$ cat src/rtl/fifo_pkg.sv
// Shared FIFO package: FSM state encoding and a constant
// width helper used by the FIFO blocks.
package fifo_pkg;

  typedef enum logic {
    IDLE  = 1'b0,
    BURST = 1'b1
  } state_e;

  // ceil(log2(n)); usable in localparam expressions
  function automatic int clog2w(input int n);
    int r;
    int v;
    r = 0;
    v = n - 1;
    while (v > 0) begin
      r++;
      v = v >> 1;
    end
    return r;
  endfunction

endpackage

$ cat src/rtl/fifo_wr_arbiter_rr_pick.sv
// rr_pick: combinational round-robin selector.
// eligible_i/ptr_i -> first set bit at/after ptr (wrapping): onehot_o, idx_o, any_o.
module rr_pick #(
  parameter int NREQ = 4,
  parameter int IDXW = 2
) (
  input  logic [NREQ-1:0] eligible_i,
  input  logic [IDXW-1:0] ptr_i,
  output logic [NREQ-1:0] onehot_o,
  output logic [IDXW-1:0] idx_o,
  output logic            any_o
);

  logic [IDXW-1:0] cand [NREQ];

  // cand[o] = (ptr + o) mod NREQ, valid for non-power-of-2 NREQ
  for (genvar o = 0; o < NREQ; o++) begin : g_cand
    logic [IDXW:0] sum;
    assign sum = {1'b0, ptr_i} + (IDXW+1)'(o);
    assign cand[o] = (sum >= (IDXW+1)'(NREQ)) ?
                     IDXW'(sum - (IDXW+1)'(NREQ)) :
                     IDXW'(sum);
  end

  // Scan from the farthest offset down so the nearest eligible wins
  always_comb begin
    onehot_o = '0;
    idx_o    = '0;
    any_o    = |eligible_i;
    for (int j = NREQ - 1; j >= 0; j--) begin
      if (eligible_i[cand[j]]) begin
        onehot_o          = '0;
        onehot_o[cand[j]] = 1'b1;
        idx_o             = cand[j];
      end
    end
  end

endmodule

$ cat src/rtl/fifo_wr_arbiter.sv
// fifo_wr_arbiter: round-robin, burst-bounded sharing of the FIFO write port.
// Ports: wclk/wrst, req/wdata_in/req_en in, wfull in; gnt/ack/winc/wdata/busy out.
module fifo_wr_arbiter
  import fifo_pkg::*;
#(
  parameter int NREQ      = 4,
  parameter int DSIZE     = 8,
  parameter int MAX_BURST = 4
) (
  input  logic                  wclk,
  input  logic                  wrst,
  input  logic [NREQ-1:0]       req,
  input  logic [NREQ*DSIZE-1:0] wdata_in,
  input  logic [NREQ-1:0]       req_en,
  input  logic                  wfull,
  output logic [NREQ-1:0]       gnt,
  output logic [NREQ-1:0]       ack,
  output logic                  winc,
  output logic [DSIZE-1:0]      wdata,
  output logic                  busy
);

  localparam int IDXW = clog2w(NREQ);
  localparam int CNTW = clog2w(MAX_BURST + 1);
  localparam logic [CNTW-1:0] BEAT_LAST = CNTW'(MAX_BURST - 1);
  localparam logic [IDXW-1:0] IDX_LAST  = IDXW'(NREQ - 1);

  state_e          state_q, state_d;
  logic [NREQ-1:0] gnt_q, gnt_d;
  logic [IDXW-1:0] idx_q, idx_d;
  logic [CNTW-1:0] beat_q, beat_d;
  logic [IDXW-1:0] ptr_q, ptr_d;

  logic [NREQ-1:0] eligible;
  logic [NREQ-1:0] pick_oh;
  logic [IDXW-1:0] pick_idx;
  logic            pick_any;
  logic            owner_ok;
  logic [DSIZE-1:0] slice [NREQ];

  assign eligible = req & req_en;
  assign owner_ok = req[idx_q] & req_en[idx_q];

  for (genvar i = 0; i < NREQ; i++) begin : g_slice
    assign slice[i] = wdata_in[i*DSIZE +: DSIZE];
  end

  rr_pick #(
    .NREQ (NREQ),
    .IDXW (IDXW)
  ) u_pick (
    .eligible_i (eligible),
    .ptr_i      (ptr_q),
    .onehot_o   (pick_oh),
    .idx_o      (pick_idx),
    .any_o      (pick_any)
  );

  always_comb begin
    state_d = state_q;
    gnt_d   = gnt_q;
    idx_d   = idx_q;
    beat_d  = beat_q;
    ptr_d   = ptr_q;
    winc    = 1'b0;
    unique case (state_q)
      IDLE: begin
        if (pick_any) begin
          state_d = BURST;
          gnt_d   = pick_oh;
          idx_d   = pick_idx;
          beat_d  = '0;
        end
      end
      BURST: begin
        // A word presented during reset is not written; it is retried
        winc = owner_ok & ~wfull & ~wrst;
        if (!owner_ok || (winc && beat_q == BEAT_LAST)) begin
          state_d = IDLE;
          gnt_d   = '0;
          idx_d   = '0;
          beat_d  = '0;
          ptr_d   = (idx_q == IDX_LAST) ? '0 : idx_q + 1'b1;
        end else if (winc) begin
          beat_d = beat_q + 1'b1;
        end
      end
      default: ;
    endcase
  end

  always_ff @(posedge wclk) begin
    if (wrst) begin
      state_q <= IDLE;
      gnt_q   <= '0;
      idx_q   <= '0;
      beat_q  <= '0;
      ptr_q   <= '0;
    end else begin
      state_q <= state_d;
      gnt_q   <= gnt_d;
      idx_q   <= idx_d;
      beat_q  <= beat_d;
      ptr_q   <= ptr_d;
    end
  end

  assign gnt   = gnt_q;
  assign ack   = gnt_q & {NREQ{winc}};
  assign wdata = slice[idx_q];
  assign busy  = (state_q == BURST);

endmodule

$ cat config.mk
export PLATFORM = sky130hd
export DESIGN_NAME = fifo_wr_arbiter
export DESIGN_NICKNAME = d
export VERILOG_FILES = /design/src/rtl/fifo_pkg.sv /design/src/rtl/fifo_wr_arbiter_rr_pick.sv /design/src/rtl/fifo_wr_arbiter.sv
export SDC_FILE = /design/constraint.sdc
export NUM_CORES = 1
export LEC_CHECK = 0
export ABC_CLOCK_PERIOD_IN_PS = 5100
export CORE_UTILIZATION = 44
export CTS_CLUSTER_SIZE = 25
export DETAILED_ROUTE_END_ITERATION = 8
export GPL_ROUTABILITY_DRIVEN = 0
export GPL_TIMING_DRIVEN = 0
export MAX_ROUTING_LAYER = met4
export PLACE_DENSITY = 0.88
export SYNTH_ARGS = -nofsm -noshare
export SYNTH_HDL_FRONTEND = slang
export SYNTH_SLANG_ARGS = --single-unit
$ cat constraint.sdc
create_clock -name wclk -period 5.1 [get_ports wclk]
set_input_delay 0.765 -clock wclk [delete_from_list [all_inputs] [get_ports wclk]]
set_output_delay 0.765 -clock wclk [all_outputs]
set_load 0.02 [all_outputs]
# Word-level counts from Yosys, hierarchy flattened
# Cells that the tools add are included.
classes:
  addsub: 9
  multipliers: 0
  div_mod_pow: 0
  order_cmp: 14
  n_eq_ne: 5
  shifts: 0
  muxes: 50
  bitwise: 9
  n_reduce_logical: 11
op_table:
  columns: ["operator", "n"]
  rows:
  - ["two-way mux 4 bit", 6]
  - ["two-way mux 2 bit", 11]
  - ["binary-select mux 8 bit (select 2 bit)", 1]
  - ["two-way mux 8 bit", 2]
  - ["< comparator 2 x 3 -> 1 bit, second input constant", 5]
  - ["two-way mux 1 bit", 13]
  - ["binary-select mux 1 bit (select 2 bit)", 6]
  - [">= comparator 3 bit, second input constant", 4]
  - ["two-way mux 3 bit", 3]
  - ["AND 4 bit", 2]
  - ["demux 1 bit (select 2 bit)", 4]
  - [">= comparator 2 x 1 -> 1 bit, second input constant", 4]
  - ["case mux 4 bit (2 select lines)", 1]
  - ["subtractor 2 x 1 -> 2 bit, second input constant", 4]
  - ["adder 2 x 2 -> 3 bit, second input constant", 2]
  - ["case mux 3 bit (2 select lines)", 1]
  - ["AND reduction 2 bit", 3]
  - ["logical AND 1 bit", 5]
  - ["case mux 2 bit (2 select lines)", 1]
  - ["OR reduction 4 bit", 1]
  - ["adder 2 x 1 -> 3 bit, second input constant", 1]
  - ["adder 3 x 1 -> 3 bit, second input constant", 1]
  - ["AND 1 bit", 3]
  - ["== test 3 x 2 -> 1 bit, second input constant", 1]
  - ["11 further kinds", 13]
totals:
  ff_bits: 12
  latch_bits: 0
  ramBits: 0
  mem_bits_ro: 0
  input_bits: 43
  out_inout_bits: 18
  elab_cells: 103
  mem_count: 0

# Logic depth before layout (Yosys ltp)
logic_depth:
  ltp_word: 13
  mapped_depth: 9
  mapped_depth_nobuf: 7

# Hierarchy
# Synthesis repeated with hierarchy kept, for this count alone.
unflattened:
  hier_cells: 154
  area_unflattened_um2: 1422.6
modules_own_cells:
  columns: ["mod", "n_inst", "cells_per_inst", "area_per_inst_um2", "seq_area_each_um2"]
  rows:
  - ["fifo_wr_arbiter", 1, 88, 880.8, 240.2]
  - ["rr_pick", 1, 66, 541.8, 0.0]

# Least setup slack after synthesis
# OpenSTA, ideal clock, no wires.
synth_timing:
  path_kind: "input port to output port"
  from: "input port req_en[3]"
  to: "output port ack[0]"
  arrival_ns: 2.445
  required_time_ns: 4.335
  path_slack_ns: 1.890
  cell_stages: 5
  n_path_buf: 0
  path_cell_list: "nand2_1 mux4_2 nand2b_1 nor3_1 and2_1"
synth_via:
  elab_chain_len: 7
synth_rtl:
  columns: ["item", "line_no", "source"]
  rows:
  - ["start, declared", "fifo_wr_arbiter.sv:14", "input logic [NREQ-1:0] req_en,"]
  - ["binary-select mux 1 bit (select 2 bit)", "fifo_wr_arbiter.sv:42", "assign owner_ok = req[idx_q] & req_en[idx_q];"]
  - ["two-way mux 1 bit (not written as such)", "fifo_wr_arbiter.sv:42", null]
  - ["AND 1 bit", "fifo_wr_arbiter.sv:42", null]
  - ["AND 1 bit (2 in a row)", "fifo_wr_arbiter.sv:77", "winc = owner_ok & ~wfull & ~wrst;"]
  - ["two-way mux 1 bit", "fifo_wr_arbiter.sv:66", "unique case (state_q)"]
  - ["net winc", "fifo_wr_arbiter.sv:18", "output logic winc,"]
  - ["AND 4 bit", "fifo_wr_arbiter.sv:109", "assign ack = gnt_q & {NREQ{winc}};"]
  - ["end, declared", "fifo_wr_arbiter.sv:17", "output logic [NREQ-1:0] ack,"]
# The timed path passes the listed nets, and every way through them passes these cells. The select of a mux whose other input is x is not followed.

# Worst setup path after layout
layout_timing:
  from: "input port req_en[3]"
  to: "output port ack[2]"
layout_via:
  elab_chain_len: 7
layout_rtl:
  columns: ["item", "line_no"]
  rows:
  - ["binary-select mux 1 bit (select 2 bit)", "fifo_wr_arbiter.sv:42"]
  - ["two-way mux 1 bit (not written as such)", "fifo_wr_arbiter.sv:42"]
  - ["AND 1 bit", "fifo_wr_arbiter.sv:42"]
  - ["AND 1 bit (2 in a row)", "fifo_wr_arbiter.sv:77"]
  - ["two-way mux 1 bit", "fifo_wr_arbiter.sv:66"]
  - ["AND 4 bit", "fifo_wr_arbiter.sv:109"]
# No other way between the ends. The select of a mux whose other input is x is not followed.

==> metrics.md <==
| Metric | Value |
|---|---|
| Worst-path cell chain | `clkdlybuf4s50_1 -> nand2_1 -> mux4_2 -> nand2b_1 -> nor3_1 -> and2_1 -> clkdlybuf4s50_1` |
| Max Clk Rate | `about 0.24 GHz` |
| Core Footprint | `about 2700 sq um` |
| Die Wd | `between 50 and 60 microns` |
| Die height | `around 56 microns` |
| Tcrit/Tclk final | `81.7%` |
| Max-cap violations | `0` |
| P_leak | `about 0.69 nW` |
| # setup viols final | `0` |
| R2R Setup Slk | `between 2000 and 3000 ps` |
| DIE AREA | `between 3000 and 4000 sq um` |
| Sink Count | `12` |
| FF-to-FF Start | `ptr_q[1]` |
| CTS buffer count | `3` |
| Critical Path RT | `between 4000 and 5000 ps` |
| Row cnt | `19` |
| Initial cell density of the core | `46.2%` |
| Commonest non-fill, non-tap cell in the layout | `clkdlybuf4s50_1` |
| Commonest non-fill, non-tap cells in the layout | `60 x clkdlybuf4s50_1, 13 x mux4_2, 12 x o21ai_0, 12 x dfxtp_1, 11 x nand2_1` |
| # Post-CTS Setup Buffers | `0` |
| Top cell type's share of synthesized area | `23.2%` |
| Clock Skew | `roughly 2.1 ps` |
| Port Buffers | `60` |
| Clk Latency, worst-skew pair | `between 200 and 300 ps` |
| Avg Inst Size Synth | `between 9 and 10 sq um` |
| # H-tree levels | `1` |
| Mapped cell area | `between 1000 and 1500 sq um` |
| Yosys warns | `0` |
| First-pass DRT Iterations | `4` |
| Post-route design area | `slightly below 2000 sq um` |
| Total number of vias | `1382` |
| CP Data Arrival Time | `between 3000 and 4000 ps` |
| Worst setup endpoint | `ack[2]` |
| Outcome | `finished, final reports clean` |
| Setup TNS | `0 ps` |
| Worst slew pin tran | `683 ps` |
| Critical path type | `in -> out` |
| Area delta synth->final | `52.4%` |
| Syn Nets | `about 190` |
| Routed WL | `4060 microns` |
| Drt first-iter violations | `133` |
| Ys async rst share | `0%` |
| Initial antenna violation count | `0` |
| CP Buf/Inv Count | `2` |
| EDFF count, synth | `0` |
| Antenna Violating Nets Remaining | `0` |
| Ant diodes | `0` |
| CTS resizes | `0` |
| CP top delay family | `buffers and inverters` |
| Root buffer cell | `clkbuf_4` |
| DRC | `0` |
| Post-DR vias/cell | `6.03` |
| Hold depth | `2` |
| Crit. End Element | `primary output` |
| Final Hold Viols | `0` |
| Final HPWL DP | `~3300 microns` |
| Share of cells above drive strength 1 | `between 10% and 20%` |
| CTS tree | `done` |
| Mapped Cells | `between 100 and 150` |
| Area contributors post-synth | `mux4_2 23%, dfxtp_1 19%, ha_1 6.9%` |
| Nets | `250` |
| Clock-pin slew on the worst setup and hold paths | `70 ps` |
| Pwr/cell area | `around 190 nW/um^2` |
| IO Pins | `61` |
| Path depth of the worst reg2reg path | `8` |
| Worst R2R End | `gnt[3]` |
| GRT Residual Overflow | `0` |
| Wire per inst | `approximately 18 microns` |
| Worst path depth | `7` |
| Number of global-route vias before repair | `1393` |
| Hold Buf Count CTS | `0` |
| Max Fanout on Critical Path | `6` |
| Worst setup path startpoint | `req_en[3]` |
| Peak supply drop | `between 0.0002 and 0.00025 V` |
| Final min period | `roughly 4200 ps` |
| Most frequent CP cell | `clkdlybuf4s50_1` |
| Pins Over Slew Limit | `0` |
| Cell variety after synth | `41` |
| Largest net degree at the start of global routing | `11` |
| First-pass GRT wire length | `around 6800 microns` |
| Worst path max stage delay | `roughly 630 ps` |
| Gr usage total | `around 28%` |
| Max transition margin | `54.5%` |
| CP startpoint kind | `input port` |
| Hold crit path type | `reg -> reg` |
| RSZ-0062 raised after global routing | `no` |
| Most used DFF post-synth | `dfxtp_1` |
| Clock tree buffer depth | `2` |
| Post-synth top area cell | `mux4_2` |
| Placed instance area | `1900 sq um` |
| Sequential area share after synthesis | `a little under a fifth` |
| #FFs+latches synth | `12` |
| CP max-delay cell | `clkdlybuf4s50_1` |
## per-layer routing
metal / global-route usage (%) / vias to the layer above / part of all wire [%]
met3: 2.79 / 4 / 5.1
met5: - / - / 0
met2: 48.5 / 57 / 52
li1: - / 653 / -
met4: 3.21 / 0 / 0.84
met1: 37.1 / 668 / 42
## flip-flops by register name, summed over array words and instances (netlist names)
register,flops
beat_q,3
busy,1
gnt,4
idx_q,2
ptr_q,2
## layout make-up
class                   count  area [sq um]
plain buffers               7          40.0
clock buffers               3          22.5
fillers                   202           808
inverters                  11          41.3
multi-input cells         105           942
flip-flops and latches     12           240
well taps                  31          38.8
repair buffers             60           601
## worst min-delay path by stage
| stage | startpoint | slack (ps) | end |
|---|---|---|---|
| finish | beat_q[2] | 480 | beat_q[2] |
| global route | gnt[3] | 510 | gnt[3] |
| CTS | beat_q[2] | 490 | beat_q[2] |
| detailed placement | beat_q[0] | 480 | beat_q[0] |
| global placement | beat_q[2] | 460 | beat_q[2] |
| floorplan | beat_q[2] | 450 | beat_q[2] |
## Yosys cell counts, types with 2 or more instances
cell type and count:
o2bb2ai_1 5, ha_1 7, inv_1 10, nand2_1 11
nand4b_1 2, a21oi_1 4, buf_2 2, dfxtp_1 12
mux4_2 13, or3_1 2, and2_1 8, and3_1 2
o2111a_1 4, o21ai_0 12, clkbuf_1 2, o22ai_1 2
o31ai_1 4, nand3_1 8, nor2_1 3
## worst reg2reg max path: cells and delay by family, from the launching register on
family / cells / cell delay, ps
AOI/OAI and AO/OA: 4 / 840
adders and majority gates: 1 / 290
buffers and inverters: 2 / 460
DFF: 1 / 520
and+or+nand+nor: 1 / 180
## metrics by stage
stage          utilization [%]  setup WS, ps  hold slack [ps]  total power, W  std cells
5_1_grt                   70.4           849              511        0.000396        229
2_1_floorplan                -          1890              446        0.000231        135
6_report                  70.4           933              479        0.000374        229
4_1_cts                   70.4           978              486        0.000374        229
3_3_place_gp              69.6          1130              456        0.000310        226
3_5_place_dp              69.6           999              475        0.000319        226
## cell families after synthesis
| group | count (synthesis) | share of synthesized area (%) |
|---|---|---|
| and+or+nand+nor | 46 | 20.7 |
| AOI/OAI and AO/OA | 37 | 20.9 |
| buffers and inverters | 18 | 6.44 |
| muxes | 15 | 26.0 |
| DFF | 12 | 19.0 |
| adders and majority gates | 7 | 6.93 |
## report_power, final
| part | switching [W] | internal, W |
|---|---|---|
| combinational | 0.0000983 | 0.000111 |
| sequential | 0.00000826 | 0.000102 |
| clock | 0.0000270 | 0.0000272 |
(Power assumes the default switching activity.)
